`src/rtl/set_sched_pkg.sv`:
```
// rtl/set_sched_pkg.sv - shared widths and FSM state encoding for the SET job scheduler
// Purpose: operand/result field widths and the scheduler state type.
// Ports: none (package).
package set_sched_pkg;

  localparam int CENTRAL_W = 24;
  localparam int RADIUS_W  = 12;
  localparam int MODE_W    = 2;
  localparam int CAND_W    = 8;

  typedef enum logic [1:0] {
    S_IDLE,
    S_ISSUE,
    S_RUN,
    S_RESP
  } state_e;

endpackage

```
`src/rtl/set_rr_arbiter.sv`:
```
// rtl/set_rr_arbiter.sv - combinational round-robin pick across NREQ request bits
// Purpose: grant the first set request bit at or after ptr_i, wrapping at NREQ-1.
// Ports:
//   req_i   [NREQ-1:0] request bits
//   ptr_i   [ID_W-1:0] round-robin start position (always 0..NREQ-1)
//   grant_o [NREQ-1:0] one-hot grant, zero when no request
//   id_o    [ID_W-1:0] encoded index of the granted bit (0 when no request)
module set_rr_arbiter #(
  parameter int NREQ = 2,
  parameter int ID_W = 1
) (
  input  logic [NREQ-1:0] req_i,
  input  logic [ID_W-1:0] ptr_i,
  output logic [NREQ-1:0] grant_o,
  output logic [ID_W-1:0] id_o
);

  int          idx;
  logic        found;
  logic [ID_W-1:0] cand_id;

  always_comb begin
    grant_o = '0;
    id_o    = '0;
    found   = 1'b0;
    idx     = 0;
    cand_id = '0;
    for (int k = 0; k < NREQ; k++) begin
      // ptr_i never exceeds NREQ-1, so a single subtraction wraps the index.
      idx = int'(ptr_i) + k;
      if (idx >= NREQ) idx = idx - NREQ;
      cand_id = ID_W'(idx);
      if (!found && req_i[cand_id]) begin
        found            = 1'b1;
        grant_o[cand_id] = 1'b1;
        id_o             = cand_id;
      end
    end
  end

endmodule

```
`src/rtl/set_job_scheduler.sv`:
```
// rtl/set_job_scheduler.sv - round-robin front-end that sequences one SET core through issue/run/collect
// Purpose: accept one job at a time from NREQ requesters, drive the core, return the candidate count with the id.
// Optional feature: define SET_SCHED_TIMEOUT_EN to enable the RUN watchdog (TIMEOUT cycles, sets rsp_err).
// Ports:
//   clk, rst                    clock, synchronous active-high reset
//   req_valid/req_ready         per-requester handshake (ready one-hot or zero, only in IDLE)
//   req_central/radius/mode     packed per-requester payloads, requester i at [W*i +: W]
//   rsp_valid/rsp_ready         result handshake; rsp_id, rsp_candidate, rsp_err held until accepted
//   core_en                     start strobe, high in ISSUE while core_busy is low
//   core_central/radius/mode    latched operands, stable from grant until the response completes
//   core_busy, core_valid       core status and 1-cycle result strobe
//   core_candidate              core result
module set_job_scheduler
  import set_sched_pkg::*;
#(
  parameter int NREQ    = 2,
  parameter int ID_W    = $clog2(NREQ),
  parameter int TIMEOUT = 1024
) (
  input  logic                      clk,
  input  logic                      rst,
  input  logic [NREQ-1:0]           req_valid,
  output logic [NREQ-1:0]           req_ready,
  input  logic [NREQ*CENTRAL_W-1:0] req_central,
  input  logic [NREQ*RADIUS_W-1:0]  req_radius,
  input  logic [NREQ*MODE_W-1:0]    req_mode,
  output logic                      rsp_valid,
  input  logic                      rsp_ready,
  output logic [ID_W-1:0]           rsp_id,
  output logic [CAND_W-1:0]         rsp_candidate,
  output logic                      rsp_err,
  output logic                      core_en,
  output logic [CENTRAL_W-1:0]      core_central,
  output logic [RADIUS_W-1:0]       core_radius,
  output logic [MODE_W-1:0]         core_mode,
  input  logic                      core_busy,
  input  logic                      core_valid,
  input  logic [CAND_W-1:0]         core_candidate
);

  state_e               state_q, state_d;
  logic [ID_W-1:0]      rr_ptr_q, rr_ptr_d;
  logic [ID_W-1:0]      id_q, id_d;
  logic [CENTRAL_W-1:0] central_q, central_d;
  logic [RADIUS_W-1:0]  radius_q, radius_d;
  logic [MODE_W-1:0]    mode_q, mode_d;
  logic [CAND_W-1:0]    cand_q, cand_d;

  logic [NREQ-1:0]      arb_grant;
  logic [ID_W-1:0]      arb_id;

`ifdef SET_SCHED_TIMEOUT_EN
  localparam int WD_W = (TIMEOUT > 2) ? $clog2(TIMEOUT) : 1;
  logic [WD_W-1:0] wd_q, wd_d;
  logic            err_q, err_d;
`else
  logic unused_timeout;
  assign unused_timeout = (TIMEOUT == 0);
`endif

  set_rr_arbiter #(
    .NREQ (NREQ),
    .ID_W (ID_W)
  ) u_arb (
    .req_i   (req_valid),
    .ptr_i   (rr_ptr_q),
    .grant_o (arb_grant),
    .id_o    (arb_id)
  );

  always_comb begin
    state_d   = state_q;
    rr_ptr_d  = rr_ptr_q;
    id_d      = id_q;
    central_d = central_q;
    radius_d  = radius_q;
    mode_d    = mode_q;
    cand_d    = cand_q;
`ifdef SET_SCHED_TIMEOUT_EN
    wd_d      = wd_q;
    err_d     = err_q;
`endif
    req_ready = '0;
    core_en   = 1'b0;
    rsp_valid = 1'b0;

    case (state_q)
      S_IDLE: begin
        // The arbiter only grants set request bits, so any grant is a transfer.
        req_ready = arb_grant;
        if (|arb_grant) begin
          id_d      = arb_id;
          central_d = req_central[int'(arb_id)*CENTRAL_W +: CENTRAL_W];
          radius_d  = req_radius[int'(arb_id)*RADIUS_W +: RADIUS_W];
          mode_d    = req_mode[int'(arb_id)*MODE_W +: MODE_W];
          state_d   = S_ISSUE;
        end
      end
      S_ISSUE: begin
        if (core_busy) begin
          state_d = S_RUN;
`ifdef SET_SCHED_TIMEOUT_EN
          wd_d    = '0;
`endif
        end else begin
          core_en = 1'b1;
        end
      end
      S_RUN: begin
        if (core_valid) begin
          cand_d  = core_candidate;
          state_d = S_RESP;
`ifdef SET_SCHED_TIMEOUT_EN
          err_d   = 1'b0;
        end else if (wd_q == WD_W'(TIMEOUT - 1)) begin
          // Watchdog loses to a result arriving in the same cycle.
          cand_d  = '0;
          err_d   = 1'b1;
          state_d = S_RESP;
        end else begin
          wd_d    = wd_q + 1'b1;
`endif
        end
      end
      S_RESP: begin
        rsp_valid = 1'b1;
        if (rsp_ready) begin
          rr_ptr_d = (id_q == ID_W'(NREQ - 1)) ? '0 : id_q + 1'b1;
          state_d  = S_IDLE;
        end
      end
      default: state_d = S_IDLE;
    endcase
  end

  always_ff @(posedge clk) begin
    if (rst) begin
      state_q   <= S_IDLE;
      rr_ptr_q  <= '0;
      id_q      <= '0;
      central_q <= '0;
      radius_q  <= '0;
      mode_q    <= '0;
      cand_q    <= '0;
`ifdef SET_SCHED_TIMEOUT_EN
      wd_q      <= '0;
      err_q     <= 1'b0;
`endif
    end else begin
      state_q   <= state_d;
      rr_ptr_q  <= rr_ptr_d;
      id_q      <= id_d;
      central_q <= central_d;
      radius_q  <= radius_d;
      mode_q    <= mode_d;
      cand_q    <= cand_d;
`ifdef SET_SCHED_TIMEOUT_EN
      wd_q      <= wd_d;
      err_q     <= err_d;
`endif
    end
  end

  assign rsp_id        = id_q;
  assign rsp_candidate = cand_q;
  assign core_central  = central_q;
  assign core_radius   = radius_q;
  assign core_mode     = mode_q;
`ifdef SET_SCHED_TIMEOUT_EN
  assign rsp_err       = err_q;
`else
  assign rsp_err       = 1'b0;
`endif

endmodule
```
`config.mk`:
```
export PLATFORM = sky130hd
export DESIGN_NAME = set_job_scheduler
export DESIGN_NICKNAME = d
export VERILOG_FILES = /design/src/rtl/set_sched_pkg.sv /design/src/rtl/set_rr_arbiter.sv /design/src/rtl/set_job_scheduler.sv
export SDC_FILE = /design/constraint.sdc
export NUM_CORES = 1
export LEC_CHECK = 0
export ABC_CLOCK_PERIOD_IN_PS = 1900
export CAP_MARGIN = 20
export CORE_MARGIN = 4
export CORE_UTILIZATION = 38
export DETAILED_ROUTE_END_ITERATION = 16
export GPL_ROUTABILITY_DRIVEN = 0
export PLACE_DENSITY = 0.8
export SLEW_MARGIN = 25
export SYNTH_ARGS = -nofsm -noshare
export SYNTH_HDL_FRONTEND = slang
export SYNTH_SLANG_ARGS = --single-unit
```
`constraint.sdc`:
```
create_clock -name clk -period 1.9 [get_ports clk]
set_input_delay 0.19 -clock clk [delete_from_list [all_inputs] [get_ports clk]]
set_output_delay 0.19 -clock clk [all_outputs]
set_load 0.01 [all_outputs]
```
Yosys cells after proc, flatten, opt, wreduce, memory -nomap -nowiden
Cells that the tools add are included.
Widths: inputs -> output; s select.
- latch bits: 0
- RAM bits: 0
- register bits: 50
- memories: 0
- ROM bits: 0
- add/sub/neg operators: 4
- bitwise gates (word level): 1
- multiply operators: 2
- shifts and indexed selects: 3
- mux-type cells: 25
- reductions and logical operators: 10
- divide/modulo/power cells: 0
- equality and inequality tests: 7
- order comparisons: 6
- operators by type and width (operator ; number):
    $shiftx 48x7->24 ; 1
    $shiftx 24x6->12 ; 1
    $mux 1 ; 15
    $mux 2 ; 7
    $ne 2x2->1 const B ; 4
    $pmux 2 s4 ; 1
    $mul 1x2->3 const B ; 2
    $reduce_and 2->1 ; 3
    $eq 2x2->1 const B ; 2
    $lt 1x2->1 const B ; 2
    $reduce_and 4->1 ; 1
    $shiftx 4x3->2 ; 1
    $logic_and 1x1->1 ; 3
    $add 1x1->2 const B ; 1
    $demux 1 s1 ; 2
    $eq 2x1->1 const B ; 1
    $ge 1x1->1 const B ; 2
    $ge 1x2->1 const B ; 1
    $ge 2x2->1 const B ; 1
    $logic_not 2->1 ; 1
    $or 2x2->2 ; 1
    $reduce_or 2->1 ; 1
    $sub 1x1->1 const B ; 2
    $add 1x1->1 const B ; 1
    $logic_not 1->1 ; 1

Depth between registers and ports, before layout
Gate-level depths: netlist of the first run.
- depth after elaboration: 12
- depth in mapped cells: 7
- mapped depth without buffers: 5

Modules after synthesis
From an unflattened synthesis of the first run, not the netlist that was laid out.
- cell total of the unflattened synthesis: 243
- area total of the unflattened synthesis: 2553.7 um^2
- modules (own cells, without submodules) (module ; instances ; cells an instance ; area an instance (um^2)):
    set_job_scheduler ; 1 ; 239 ; 2523.7
    set_rr_arbiter ; 1 ; 4 ; 30.0

Worst setup path after synthesis of the first run
Ideal clock, no wire load.
- kind: register to register
- from: reg state_q[0]
- to: reg state_q[0]
- clock period less this slack: 1.490 ns
- stages on the path, launching flop included: 6
- library setup time: 0.116 ns
- required time: 1.784 ns
- data arrival time: 1.374 ns
- path buffers: 1
- slack: 0.410 ns
- cells stage by stage: dfxtp_1 inv_1 ha_1 buf_6 or4_1 o211a_1
- word-level cells in the longest chain between the ends: 3
- elaborated cells on any way between the ends: 10
- classes of those cells: eq/ne (7); mux (1); reduce/logical (2)
- RTL lines (element ; line ; RTL):
    start, declared ; set_job_scheduler.sv:41 ; state_e state_q, state_d;
    start signal, assigned ; set_job_scheduler.sv:150 ; state_q <= state_d;
    $eq 2x2->1 (tied with other cells) ; set_job_scheduler.sv:87 ; case (state_q)
    $ne 2x2->1 (no source line) ; n/a ;
    $reduce_and 4->1 (no source line) ; n/a ;
Several ways; a longest one is shown, not always the timed one.
A chain may end at the register's enable or synchronous reset.

Worst setup path after layout of the first run
- from: reg state_q[0]
- to: out req_ready[0]
- word-level cells in the longest chain between the ends: 2
- RTL lines (element ; line ; RTL):
    $logic_not 2->1 ; set_job_scheduler.sv:87 ;
    $mux 2 ; set_job_scheduler.sv:87 ;
    end, declared ; set_job_scheduler.sv:23 ; output logic [NREQ-1:0] req_ready,
Every way passes these cells.

==> impl_metrics.tcl, run 1 <==
set metrics [dict create \
    clkSlewWorstSetupHoldPaths_ps 90 \
    synthToLayoutAreaGrowth_pct 59.9 \
    grt_pass1_wl_microns 11500 \
    cts.htree.levels 2 \
    area.sequential_sq_um 1000 \
    floorplan.rows 29 \
    crit_slowest_cell "sky130_fd_sc_hd__clkdlybuf4s50_1" \
    gr-max-usage-layer "met2" \
    report.final.slew_viol_count 0 \
    vias 2630 \
    timing.reg2reg.setup_slack_ps 210 \
    placeableCoreArea_sq_um 6350 \
    timing.hold.worst_endpoint "rsp_candidate[3]" \
    drv.max_cap_violation_count 0 \
    antenna_found_initial 0 \
    number_of_search_and_repair_iterations_in_the_first_detailed_routing_pass 4 \
    synth_top_cells_by_area "sky130_fd_sc_hd__dfxtp_1, sky130_fd_sc_hd__o21ai_0, sky130_fd_sc_hd__nand3b_1" \
    multi_input_area_sq_um 1260 \
    post-place-cells 486 \
    seq_area_frac_synth_pct 40.3 \
    cts_root_buf "sky130_fd_sc_hd__clkbuf_8" \
    nNetsFinal 511 \
    postRouteWirelength_microns 7540 \
    hold_path_depth 2 \
    grtUsageMet1_pct 22.3 \
    final_hold_viols 0 \
    wl_per_cell_microns 15.3 \
    grt_util_met2_pct 31.4 \
    ys_types 28 \
    dr.first_iter.drc_count 65 \
    cell_depth_of_the_worst_flop_to_flop_path 5 \
    critical_path_required_ps 1710 \
    cts_hold_buf 0 \
    worst_slew_margin_rel_pct 64.4 \
    port_buffers 141 \
    period_needed_ps 1830 \
    cts_tree "built" \
    start_util_pct 39.1 \
    track_usage_pct 18.3 \
    clock_latency_of_the_later_clocked_register_in_the_worst_skew_pair_ps 290 \
    timing.setup.tns_ps 0 \
    fmaxAchievable_mhz 546 \
    worst_ep_arrival_time_ps 1640 \
    grt_use_met3_pct 5.49 \
    run_status "completed" \
    grt_start_max_net_pins 77 \
    syn_avg_cell_area_sq_um 8.56 \
    delay_of_the_slowest_cell_on_the_worst_path_ps 530 \
    layout_worst_path_cycle_share_pct 96.3 \
    die-height_microns 88.8 \
    dr_vias_cell 5.33 \
    regToRegStartpoint "state_q[0]" \
    final.setup.worst_slack_ps 69.5 \
    ys_ff_latch 50 \
    ant_nets 0 \
    die_area_sq_um 7890 \
    number_of_global_route_vias_before_repair 2451 \
    finalClockSkew_ps 6.70 \
    synth_nets 385 \
    clock_tree.buffer_depth 2 \
    final_cell_count_no_fill 493 \
    drc_violation_count_after_routing 0 \
    preCtsSetupSlack_ps 51.9 \
    worst_hold_margin_ps 458 \
    finalPower_mw 4.08 \
    worst-setup-path-type "register to output pin" \
    gr-total-overflow 0 \
    critPathLaunchType "register" \
    floorplan.die.width_microns 88.8 \
    grt_setup_unrepaired "false" \
    cts_made_buffers 5 \
    post_synth_instance_area_sq_um 2480 \
    end_kind "output pin" \
    yosysTopAreaCell "sky130_fd_sc_hd__dfxtp_1" \
    vdd_ir_drop_max_uv 566 \
    antenna_cells_inserted 0 \
    ioPinCount 143 \
    hold_start "rsp_candidate[3]" \
    crit-reg2reg-capture "state_q[1]" \
    nFillCells 537 \
    power_per_cell_area_nw_per_um2 1030 \
    timing.critical_path.fanout_max 6 \
    hold_path.class "register to register" \
    worstPathCellList "inv_1 -> ha_4 -> and3_1 -> clkdlybuf4s50_1" \
    synthCells 290 \
    max_slew.worst_pin.slew_ps 533 \
    synth_warnings 0 \
    cts_sinks 50 \
    finalSetupViolations 0 \
    leakage_nw 1.39 \
    post_route_cells_drive_above_1_share_pct 6.25 \
    dp_hpwl_microns 5410 \
    area_share_of_the_largest_cell_type_after_synthesis_pct 40.3 \
]
[worst max-delay path, delay by kind of cell (launching register included)]
kind | cells | cell delay, ps
adder cells (fa/ha/maj) | 1 | 190
buffers and inverters | 2 | 660
flip-flops | 1 | 350
AND/OR/NAND/NOR | 1 | 160
[cell type report]
cell class                 instances  share of cell area, %
sequential                        50                   25.2
clock buffer                       7                   1.92
inverter                           5                  0.473
tap                               77                   2.43
multi-input combinational        202                   31.8
timing repair buffer             152                   38.2
[worst max path at each step]
stage | start | to | slack [ps]
2_1_floorplan | state_q[0] | state_q[0] | 410
3_3_place_gp | req_valid[1] | state_q[1] | 140
3_5_place_dp | req_valid[1] | state_q[1] | 50
4_1_cts | state_q[1] | req_ready[0] | 50
5_1_grt | state_q[0] | req_ready[0] | 6
6_report | state_q[0] | req_ready[0] | 70
[through the flow]
step	utilization (%)	instance area, sq um
floorplan	-	2480
global placement	61.1	3880
detailed placement	61.1	3880
CTS	62.5	3970
global route	62.5	3970
finish	62.5	3970
[registers in the layout, indices dropped and copies added, names as in the netlist]
signal / flops
core_central: 24
core_mode: 2
rsp_id: 1
rr_ptr_q: 1
rsp_candidate: 8
core_radius: 12
state_q: 2
[where the power goes]
part | internal, mW | total [mW] | switching, mW
Sequential | 1.39 | 1.57 | 0.179
Clock | 0.255 | 0.582 | 0.327
Combinational | 1.09 | 1.93 | 0.844
[Yosys cell counts]
| cell | instances |
|---|---|
| sky130_fd_sc_hd__o21ai_2 | 2 |
| sky130_fd_sc_hd__or4_1 | 1 |
| sky130_fd_sc_hd__o21a_4 | 1 |
| sky130_fd_sc_hd__nor3b_2 | 1 |
| sky130_fd_sc_hd__buf_2 | 16 |
| sky130_fd_sc_hd__conb_1 | 1 |
| sky130_fd_sc_hd__o21a_1 | 1 |
| sky130_fd_sc_hd__and3_1 | 1 |
| sky130_fd_sc_hd__buf_4 | 3 |
| sky130_fd_sc_hd__buf_6 | 8 |
| sky130_fd_sc_hd__nor2b_1 | 3 |
| sky130_fd_sc_hd__nand3b_1 | 38 |
| sky130_fd_sc_hd__inv_2 | 1 |
| sky130_fd_sc_hd__nand3_1 | 8 |
| sky130_fd_sc_hd__nand2_1 | 13 |
| sky130_fd_sc_hd__o21ai_0 | 74 |
| sky130_fd_sc_hd__a31oi_1 | 39 |
| sky130_fd_sc_hd__ha_1 | 4 |
| sky130_fd_sc_hd__o211a_1 | 1 |
| sky130_fd_sc_hd__dfxtp_1 | 50 |
| sky130_fd_sc_hd__a2111oi_4 | 1 |
| sky130_fd_sc_hd__mux2i_1 | 2 |
| sky130_fd_sc_hd__a21oi_1 | 8 |
| sky130_fd_sc_hd__nor2_1 | 2 |
| sky130_fd_sc_hd__inv_1 | 4 |
| sky130_fd_sc_hd__nor2b_4 | 1 |
| sky130_fd_sc_hd__clkbuf_1 | 5 |
| sky130_fd_sc_hd__clkbuf_2 | 1 |
[routing by layer]
metal  part of all wire [%]  routed length (microns)
met2                     48                     3620
met1                     41                     3110
met4                   0.91                       69
met5                      0                        0
met3                    9.8                      741
[timing repair]
action,CTS,global route
gates cloned,0,0
buffers inserted,0,0
resized for setup,5,1
endpoints found under the setup margin,3,1
[cells in the final DEF, fill, tap and decap left out, drive strengths merged, types with 2 or more instances in the layout]
cell type      count
clkdlybuf4s50    139
o21a               2
buf               11
nand3              8
nor2               2
a21oi              8
inv                5
o21ai             76
mux2i              2
nand2             13
a31oi             39
nand3b            38
dfxtp             50
clkbuf             7
nor2b              4
dlygate4sd2        2
ha                 4
[kinds of logic after synthesis]
kind of cell / Yosys count / share of synthesized area, %
muxes: 2 / 0.806
AOI/OAI and AO/OA: 127 / 29.5
adders and majority gates: 4 / 2.02
DFF: 50 / 40.3
and+or+nand+nor: 68 / 17.7
buffers and inverters: 38 / 9.48
other: 1 / 0.151
No activity file was read; power rests on OpenSTA's default activity.
==> run 2, diff against run 1 <==
--- a/config.mk
+++ b/config.mk
@@ -12,7 +12,6 @@
 export DETAILED_ROUTE_END_ITERATION = 16
 export GPL_ROUTABILITY_DRIVEN = 0
 export PLACE_DENSITY = 0.8
-export SLEW_MARGIN = 25
 export SYNTH_ARGS = -nofsm -noshare
 export SYNTH_HDL_FRONTEND = slang
 export SYNTH_SLANG_ARGS = --single-unit
==> results of run 2 <==
No change in the layout: final DEF, timing and power equal those of run 1.
